<file path="config.mk">
export PLATFORM = sky130hd
export DESIGN_NAME = fft_core_param
export DESIGN_NICKNAME = d
export VERILOG_FILES = /design/src/rtl/fft_core_param.sv
export SDC_FILE = /design/constraint.sdc
export NUM_CORES = 2
export LEC_CHECK = 0
export ABC_AREA = 1
export ABC_CLOCK_PERIOD_IN_PS = 11900
export BUFFER_PORTS_ARGS = -buffer_cell sky130_fd_sc_hd__clkbuf_2
export CELL_PAD_IN_SITES_DETAIL_PLACEMENT = 1
export CELL_PAD_IN_SITES_GLOBAL_PLACEMENT = 1
export CORE_AREA = 2 2 373 375
export CTS_CLUSTER_SIZE = 40
export DETAILED_ROUTE_END_ITERATION = 8
export DIE_AREA = 0 0 375 377
export GPL_TIMING_DRIVEN = 0
export PLACE_DENSITY_LB_ADDON = 0.1
export SYNTH_ARGS = -nofsm -noshare
export SYNTH_HDL_FRONTEND = slang
export SYNTH_SLANG_ARGS = --single-unit
</file>
<file path="constraint.sdc">
create_clock -name clk -period 11.9 [get_ports clk]
set_clock_uncertainty 0.2 [all_clocks]
set_input_delay 1.19 -clock clk [delete_from_list [all_inputs] [get_ports clk]]
set_output_delay 1.19 -clock clk [all_outputs]
set_load 0.02 [all_outputs]
</file>
<file path="src/rtl/fft_core_param.sv">
// fft_core_param -- iterative radix-2 decimation-in-time FFT/IFFT engine.
//
// Frame flow: LOAD (N input beats) -> CALC (LOG2N*N/2 butterfly cycles)
// -> UNLOAD (N output bins in natural order). Only one frame is in flight.
//
// Ports:
//   clk, rst          clock, synchronous active-low reset
//   in_valid/in_ready input handshake; in_r/in_i complex sample (DW bits)
//   tw_r/tw_i         twiddle W_N^k for beat k, captured on beats 0..N/2-1
//   inv               inverse-transform select, captured on beat 0
//   out_valid/ready   output handshake; out_r/out_i complex bin (OW bits)
//   out_idx/out_last  bin index, high on bin N-1
//   state             0 = LOAD, 1 = CALC, 2 = UNLOAD
//   done              one-cycle pulse after the out_last handshake
//
// Handshake rule (both sides): a transfer happens on a rising clock edge
// where valid and ready are both high. A valid source holds its data stable
// until that edge; ready may change freely and never depends on valid.
module fft_core_param #(
    parameter int LOG2N = 3,
    parameter int DW    = 8,
    parameter int TW    = 10,
    parameter int OW    = DW + 2 * LOG2N
) (
    input  logic                   clk,
    input  logic                   rst,
    input  logic                   in_valid,
    output logic                   in_ready,
    input  logic signed [DW-1:0]   in_r,
    input  logic signed [DW-1:0]   in_i,
    input  logic signed [TW-1:0]   tw_r,
    input  logic signed [TW-1:0]   tw_i,
    input  logic                   inv,
    output logic                   out_valid,
    input  logic                   out_ready,
    output logic signed [OW-1:0]   out_r,
    output logic signed [OW-1:0]   out_i,
    output logic [LOG2N-1:0]       out_idx,
    output logic                   out_last,
    output logic [1:0]             state,
    output logic                   done
);

    localparam int N  = 1 << LOG2N;
    localparam int NH = N / 2;
    localparam int SW = $clog2(LOG2N);
    localparam int PW = OW + TW + 2;   // room for a full complex product sum

    typedef enum logic [1:0] {
        S_LOAD   = 2'd0,
        S_CALC   = 2'd1,
        S_UNLOAD = 2'd2
    } state_t;

    state_t                  r_state;
    logic [LOG2N-1:0]        r_cnt;        // input beat counter
    logic [SW-1:0]           r_stage;      // butterfly stage
    logic [LOG2N-2:0]        r_bf;         // butterfly index within stage
    logic [LOG2N-1:0]        r_out_idx;
    logic                    r_out_valid;
    logic                    r_done;
    logic                    r_inv;

    logic signed [OW-1:0]    r_buf_r [N];
    logic signed [OW-1:0]    r_buf_i [N];
    logic signed [TW-1:0]    r_tw_r  [NH];
    logic signed [TW-1:0]    r_tw_i  [NH];

    function automatic logic [LOG2N-1:0] bitrev(input logic [LOG2N-1:0] v);
        logic [LOG2N-1:0] r;
        for (int k = 0; k < LOG2N; k++) begin
            r[k] = v[LOG2N-1-k];
        end
        return r;
    endfunction

    // Butterfly addressing: a is the butterfly index with a 0 inserted at
    // bit position 'stage', so pairs come out in ascending order of a.
    logic [LOG2N-1:0]        w_j;
    logic [LOG2N-1:0]        w_lo_mask;
    logic [LOG2N-1:0]        w_addr_a;
    logic [LOG2N-1:0]        w_addr_b;
    logic [SW-1:0]           w_shamt;
    logic [LOG2N-2:0]        w_tw_idx;

    logic signed [OW-1:0]    w_a_r, w_a_i, w_b_r, w_b_i;
    logic signed [TW:0]      w_wr_e, w_wi_e, w_wi_c;
    logic signed [PW-1:0]    w_br_x, w_bi_x, w_wr_x, w_wi_x;
    logic signed [PW-1:0]    w_pr, w_pi;
    logic signed [OW-1:0]    w_t_r, w_t_i;
    logic signed [OW-1:0]    w_in_r_ext, w_in_i_ext;
    logic                    w_unused;

    always_comb begin
        w_j       = {1'b0, r_bf};
        w_lo_mask = (LOG2N'(1) << r_stage) - LOG2N'(1);
        w_addr_a  = ((w_j & ~w_lo_mask) << 1) | (w_j & w_lo_mask);
        w_addr_b  = w_addr_a | (LOG2N'(1) << r_stage);
        w_shamt   = SW'(LOG2N - 1) - r_stage;
        w_tw_idx  = (r_bf & w_lo_mask[LOG2N-2:0]) << w_shamt;
    end

    assign w_a_r  = r_buf_r[w_addr_a];
    assign w_a_i  = r_buf_i[w_addr_a];
    assign w_b_r  = r_buf_r[w_addr_b];
    assign w_b_i  = r_buf_i[w_addr_b];

    // One extra bit so negating the most negative twiddle cannot overflow.
    assign w_wr_e = r_tw_r[w_tw_idx];
    assign w_wi_e = r_tw_i[w_tw_idx];
    assign w_wi_c = r_inv ? -w_wi_e : w_wi_e;

    assign w_br_x = w_b_r;
    assign w_bi_x = w_b_i;
    assign w_wr_x = w_wr_e;
    assign w_wi_x = w_wi_c;

    assign w_pr   = w_br_x * w_wr_x - w_bi_x * w_wi_x;
    assign w_pi   = w_br_x * w_wi_x + w_bi_x * w_wr_x;

    // Floor shift by TW-2 followed by truncation to OW is a plain bit slice.
    assign w_t_r  = w_pr[OW+TW-3:TW-2];
    assign w_t_i  = w_pi[OW+TW-3:TW-2];

    assign w_in_r_ext = in_r;
    assign w_in_i_ext = in_i;

    assign w_unused = ^{w_pr[PW-1:OW+TW-2], w_pr[TW-3:0],
                        w_pi[PW-1:OW+TW-2], w_pi[TW-3:0], w_lo_mask[LOG2N-1]};

    // Control FSM.
    always_ff @(posedge clk) begin
        if (!rst) begin
            r_state     <= S_LOAD;
            r_cnt       <= '0;
            r_stage     <= '0;
            r_bf        <= '0;
            r_out_idx   <= '0;
            r_out_valid <= 1'b0;
            r_done      <= 1'b0;
            r_inv       <= 1'b0;
        end else begin
            r_done <= 1'b0;
            case (r_state)
                S_LOAD: begin
                    if (in_valid) begin
                        if (r_cnt == '0) begin
                            r_inv <= inv;
                        end
                        if (r_cnt == '1) begin
                            r_state <= S_CALC;
                        end
                        r_cnt <= r_cnt + 1'b1;
                    end
                end
                S_CALC: begin
                    r_bf <= r_bf + 1'b1;
                    if (r_bf == '1) begin
                        if (r_stage == SW'(LOG2N - 1)) begin
                            r_stage     <= '0;
                            r_state     <= S_UNLOAD;
                            r_out_valid <= 1'b1;
                            r_out_idx   <= '0;
                        end else begin
                            r_stage <= r_stage + 1'b1;
                        end
                    end
                end
                S_UNLOAD: begin
                    if (out_ready) begin
                        r_out_idx <= r_out_idx + 1'b1;
                        if (r_out_idx == '1) begin
                            r_out_valid <= 1'b0;
                            r_done      <= 1'b1;
                            r_state     <= S_LOAD;
                        end
                    end
                end
                default: r_state <= S_LOAD;
            endcase
        end
    end

    // Sample/twiddle storage; contents are not cleared by reset.
    always_ff @(posedge clk) begin
        if (r_state == S_LOAD && in_valid) begin
            r_buf_r[bitrev(r_cnt)] <= w_in_r_ext;
            r_buf_i[bitrev(r_cnt)] <= w_in_i_ext;
            if (!r_cnt[LOG2N-1]) begin
                r_tw_r[r_cnt[LOG2N-2:0]] <= tw_r;
                r_tw_i[r_cnt[LOG2N-2:0]] <= tw_i;
            end
        end else if (r_state == S_CALC) begin
            r_buf_r[w_addr_a] <= w_a_r + w_t_r;
            r_buf_i[w_addr_a] <= w_a_i + w_t_i;
            r_buf_r[w_addr_b] <= w_a_r - w_t_r;
            r_buf_i[w_addr_b] <= w_a_i - w_t_i;
        end
    end

    assign in_ready  = (r_state == S_LOAD);
    assign state     = r_state;
    assign out_valid = r_out_valid;
    assign out_idx   = r_out_idx;
    assign out_last  = r_out_valid && (r_out_idx == '1);
    assign done      = r_done;
    // The buffer is static during UNLOAD, so the bin follows the registered index.
    assign out_r     = r_out_valid ? r_buf_r[r_out_idx] : '0;
    assign out_i     = r_out_valid ? r_buf_i[r_out_idx] : '0;

endmodule

</file>
Word level (Yosys, flattened, before mapping)
Memories as Yosys holds them, arrays and structs flattened. A register that Yosys moved wholly into a read port is not among the register bits.
Index checks and enable logic that the tools add are counted.
Storage, ports and cells
  flip-flop bits (word level): 15
  bits in writable memories: 304
  input port bits: 41
  output and inout bits: 37
  logic and storage cells: 102
  memories kept: 4
Cells by class
  add/subtract/negate cells: 13
  multipliers: 4
  eq/ne operators: 12
  shift-type cells: 2
  multiplexer cells: 39
  bitwise operators: 6
  reduce and logical (&&, ||, !) cells: 14
Memories
  r_buf_i: depth 8, width 14, rd ports 3, clocked after Yosys merged registers in 1, write ports 2, line 65  | logic signed [OW-1:0] r_buf_i [N];
  r_buf_r: depth 8, width 14, rd ports 3, clocked after Yosys merged registers in 1, write ports 2, line 64  | logic signed [OW-1:0] r_buf_r [N];
  r_tw_i: depth 4, width 10, rd ports 1, clocked after Yosys merged registers in 0, write ports 1, line 67  | logic signed [TW-1:0] r_tw_i [NH];
  r_tw_r: depth 4, width 10, rd ports 1, clocked after Yosys merged registers in 0, write ports 1, line 66  | logic signed [TW-1:0] r_tw_r [NH];
Operator list (count)
  $mux W14: 4
  $mul A14 B10 Y22: 2
  $mul A14 B11 Y22: 2
  $add A14 B14 Y14: 2
  $reduce_or A14 Y1: 2
  $sub A14 B14 Y14: 2
  $mux W3: 9
  $add A22 B22 Y22: 1
  $sub A22 B22 Y22: 1
  $mux W1: 15
  $mux W2: 7
  $mux W11: 1
  $neg A10 Y11: 1
  $ne A2 B2 Y1 const B: 5
  $add A3 B1 Y3 const B: 2
  $eq A2 B2 Y1 const B: 3
  $eq A3 B3 Y1 const B: 2
  $or A3 B3 Y3: 2
  $pmux W2 S3: 1
  $pmux W3 S2: 1
  $reduce_and A3 Y1: 2
  $reduce_and A6 Y1: 1
  $reduce_and A5 Y1: 1
  $add A2 B1 Y2 const B: 2
  16 further kinds: 19

Logic depth before layout (Yosys ltp)
An unclocked memory read counts as a cell.
  depth in word-level cells: 11
  depth in mapped cells: 64
  depth with buffers taken out: 63

Least setup slack after synthesis
Ideal clock, no wire load.
  kind: register -> register
  from: register r_stage[0]
  to: memory r_buf_r[4][13] in the netlist's numbering, data pin
  setup time: 0.253 ns
  arrival: 9.851 ns
  data required time: 11.447 ns
  path slack: 1.596 ns
  cell stages (with the launch flop): 52
  buffers on the path: 5
  period minus slack after synthesis: 10.304 ns
  cell sequence: dfxtp_1 > inv_1 > ha_1 > buf_6 > inv_2 > nand2_1 > a21oi_4 > nand2_4 > buf_4 > nand3_1 > nand2_2 > clkbuf_1 > ha_1 > or2_2 > xnor2_1 > inv_1 > clkbuf_1 > nand2_1 > (+16 left out) > xor2_1 > ha_1 > clkbuf_1 > o31ai_1 > a21oi_1 > nor2_1 > nor2_1 > o31ai_1 > a21oi_1 > o21ai_0 > nand2_1 > nand2_1 > nand2_1 > nand2_1 > a21oi_1 > xor2_4 > nand2_1 > nand2_1
RTL lines
  from (decl): line 57  | logic [SW-1:0] r_stage;
  from (signal assigned): line 165  | r_stage <= r_stage + 1'b1;
  to (decl): line 64

==> metrics.md <==
| Metric | Value |
|---|---|
| Syn Nets | 5904 |
| Area growth, synth to finish | 15.4% |
| Die Span Y | 377 um |
| First-pass GRT wire length | 295000 um |
| Post-synth top cells | 1043 x nand2_1, 902 x inv_1, 546 x fa_1 |
| DRC | 0 |
| CP top delay family | adder cells |
| Mapped Cells | 5100 |
| Num CTS Buffers | 44 |
| FF+latch count, synth | around 320 |
| Core area | 137000 um^2 |
| DP Area | 43900 um^2 |
| Startpoint type of the worst setup path | flip-flop |
| Filler cell count in the final layout | 16400 |
| Crit path arrival time | 11660 ps |
| Ys Warns | 0 |
| Row count | 136 |
| Part of the Yosys area used for sequential elements | 23.2% |
| Largest cells by area after synthesis | fa_1 27%, edfxtp_1 22%, nand2_1 9.6% |
| Max Fclk | 86.4 MHz |
| CP required | 11990 ps |
| Gp weighted congestion | 0.978 |
| Detailed Route WL | approximately 210000 um |
| Initial Util | 29.8% |
| Final hold violations | 0 |
| Distinct cells, synth | 62 |
| Prevailing post-synth register cell | edfxtp_1 |
| Tmin final | 11570 ps |
| WP buf/inv | 14 |
| Post-synth EDFFs | 304 |
| Worst Hold Class | reg2reg |
| CTS tree | done |
| Vias in the first global route | 39000 |
| Avg Inst Size Synth | between 8 and 9 um^2 |
| Gr usage total | 29.6% |
| Hold-fix buffers, CTS | 0 |
| Min Hold Slack | slightly above 300 ps |
| Avg WL per Cell | just under 30 um |
| Top-count cell post-synth | nand2_1 |
| Nets | 6090 |
| DR vias/cell | 5.27 |
| Iteration-0 DRC Markers | around 3300 |
| Crit-path max FO | 10 |
| Clock sinks | 322 |
| MaxCap Viol Count | 0 |
| Synthesized area | 40900 um^2 |
| Yosys top cell by area | fa_1 |
| Die Footprint | approximately 140000 um^2 |
| Final setup vio count | 0 |
| Pin count of the biggest net entering global routing | 23 |
| Vias | 37500 |
| Root buffer cell | clkbuf_16 |
| CP Capture Type | flip-flop |
| Port Buf Inserts | 77 |
| Fin area | 47200 um^2 |
| Hpwl dp | between 150000 and 200000 um |
| CP max-delay cell | xor2_1 |
| Layout cells sized above 1 | 9.90% |
| Clock Latency Late Sink | 680 ps |
| Antenna violations before repair | 3 |
| H-tree depth | 2 |
| Least-Margin Pin Slew | 1420 ps |
| ANT nets after route | 0 |
| Max Slew Vio Count | 0 |
| Worst Setup Path Type | reg2reg |
| Status | finished, final reports clean |
| Worst stage delay on the critical path | just under 800 ps |
| CTS clk-pin slew, worst paths | 60 ps |
| Io pins | 78 |
| Gr ovfl total | 0 |
| Post-synth top area share | 26.7% |
| Asr flop ratio synth | 0% |
| Max transition margin | between 4 and 5% |
| Tcrit/Tclk final | between 90% and 100% |
| DR pass1 iterations | 5 |
| Die W | approximately 380 um |
| CTS Buffer Depth | 3 |
final cells by class:
cell class | instances | area [um^2] | share of cell area, %
repair buffers | 145 | 1180 | 2.50
diodes | 2 | 5.00 | 0.0106
inverters | 920 | 3510 | 7.44
clock inverters | 27 | 357 | 0.756
multi-input cells | 3605 | 27900 | 59.2
plain buffers | 248 | 1300 | 2.75
clock buffers | 54 | 1170 | 2.48
flip-flops and latches | 322 | 9490 | 20.1
well taps | 1794 | 2240 | 4.76
state kept, by name, indices dropped and copies added, names as in the netlist, named ones only:
register   flops
done           1
out_idx        3
out_valid      1
r_bf           2
r_buf_i      112
r_buf_r      112
r_cnt          3
r_inv          1
r_stage        2
r_tw_i        40
r_tw_r        40
state          2
per-stage QoR:
step	cells	worst slack [ps]	utilization, %	TNS (ps)
global route	7115	-29.5	34.4	-193
global placement	6971	-3110	31.8	-444470
CTS	7082	23.3	33.9	0
detailed placement	6988	-3180	32.1	-453150
finish	7117	331	34.4	0
floorplan	5100	1600	-	0
tightest hold or removal path: stages, from the launching register on:
cell,delay (ps)
dfxtp_1,320
nand2_1,60
a21oi_1,70
final timing paths:
check                                endpoint  slack, ps  startpoint  cells after the start
worst min-delay path                flip-flop        310  out_idx[1]                      2
worst min register to register      flip-flop        310  out_idx[1]                      2
worst max register to register  r_buf_i[5][5]        330  r_stage[0]                     42
worst max-delay path            r_buf_i[5][5]        330  r_stage[0]                     42
what timing repair did:
action / in CTS / in global routing
pin swaps: 8 / 22
setup buffers: 15 / 34
setup endpoints to repair: 216 / 129
resized for setup: 258 / 148
layer usage:
layer / vias to the layer above / wire length [um] / track usage (%)
met3: 356 / 11500 / 3.77
met1: 19400 / 86900 / 37.4
li1: 16500 / - / -
met2: 1281 / 99300 / 49.9
met4: 0 / 12000 / 14.7
met5: - / 0 / 0
layout by cell type (no fill, tap or decap), types with 17 or more instances in the layout:
cell type,n
nand2_1,1009
o21ai_1,23
dfxtp_1,17
inv_1,887
buf_1,21
o21ai_0,488
nand3_1,144
clkbuf_16,44
xor2_1,39
clkbuf_2,102
fa_1,546
nor3_1,19
nand2_2,27
a22oi_1,18
o22ai_1,26
xnor2_1,20
clkbuf_1,135
a31oi_1,35
ha_1,207
a21oi_2,18
nor2_1,484
clkbuf_4,23
nand2_4,21
buf_4,61
edfxtp_1,304
a21oi_1,265
kinds of logic (layout without fill, tap and decap cells):
group / count (synthesis) / after routing / share of synthesized area, %
AOI/OAI and AO/OA: 991 / 991 / 13.2
xor gates and xnor gates: 82 / 82 / 1.87
adders and majority gates: 763 / 763 / 33.4
buffers and inverters: 1173 / 1394 / 11.0
DFF: 322 / 322 / 23.2
muxes: 7 / 7 / 0.184
other: 0 / 2 / 0
and+or+nand+nor: 1762 / 1762 / 17.2
Power is left out: the tool's default activity adds up to more than one toggle a clock period on the data nets, which glitch-free logic cannot reach.
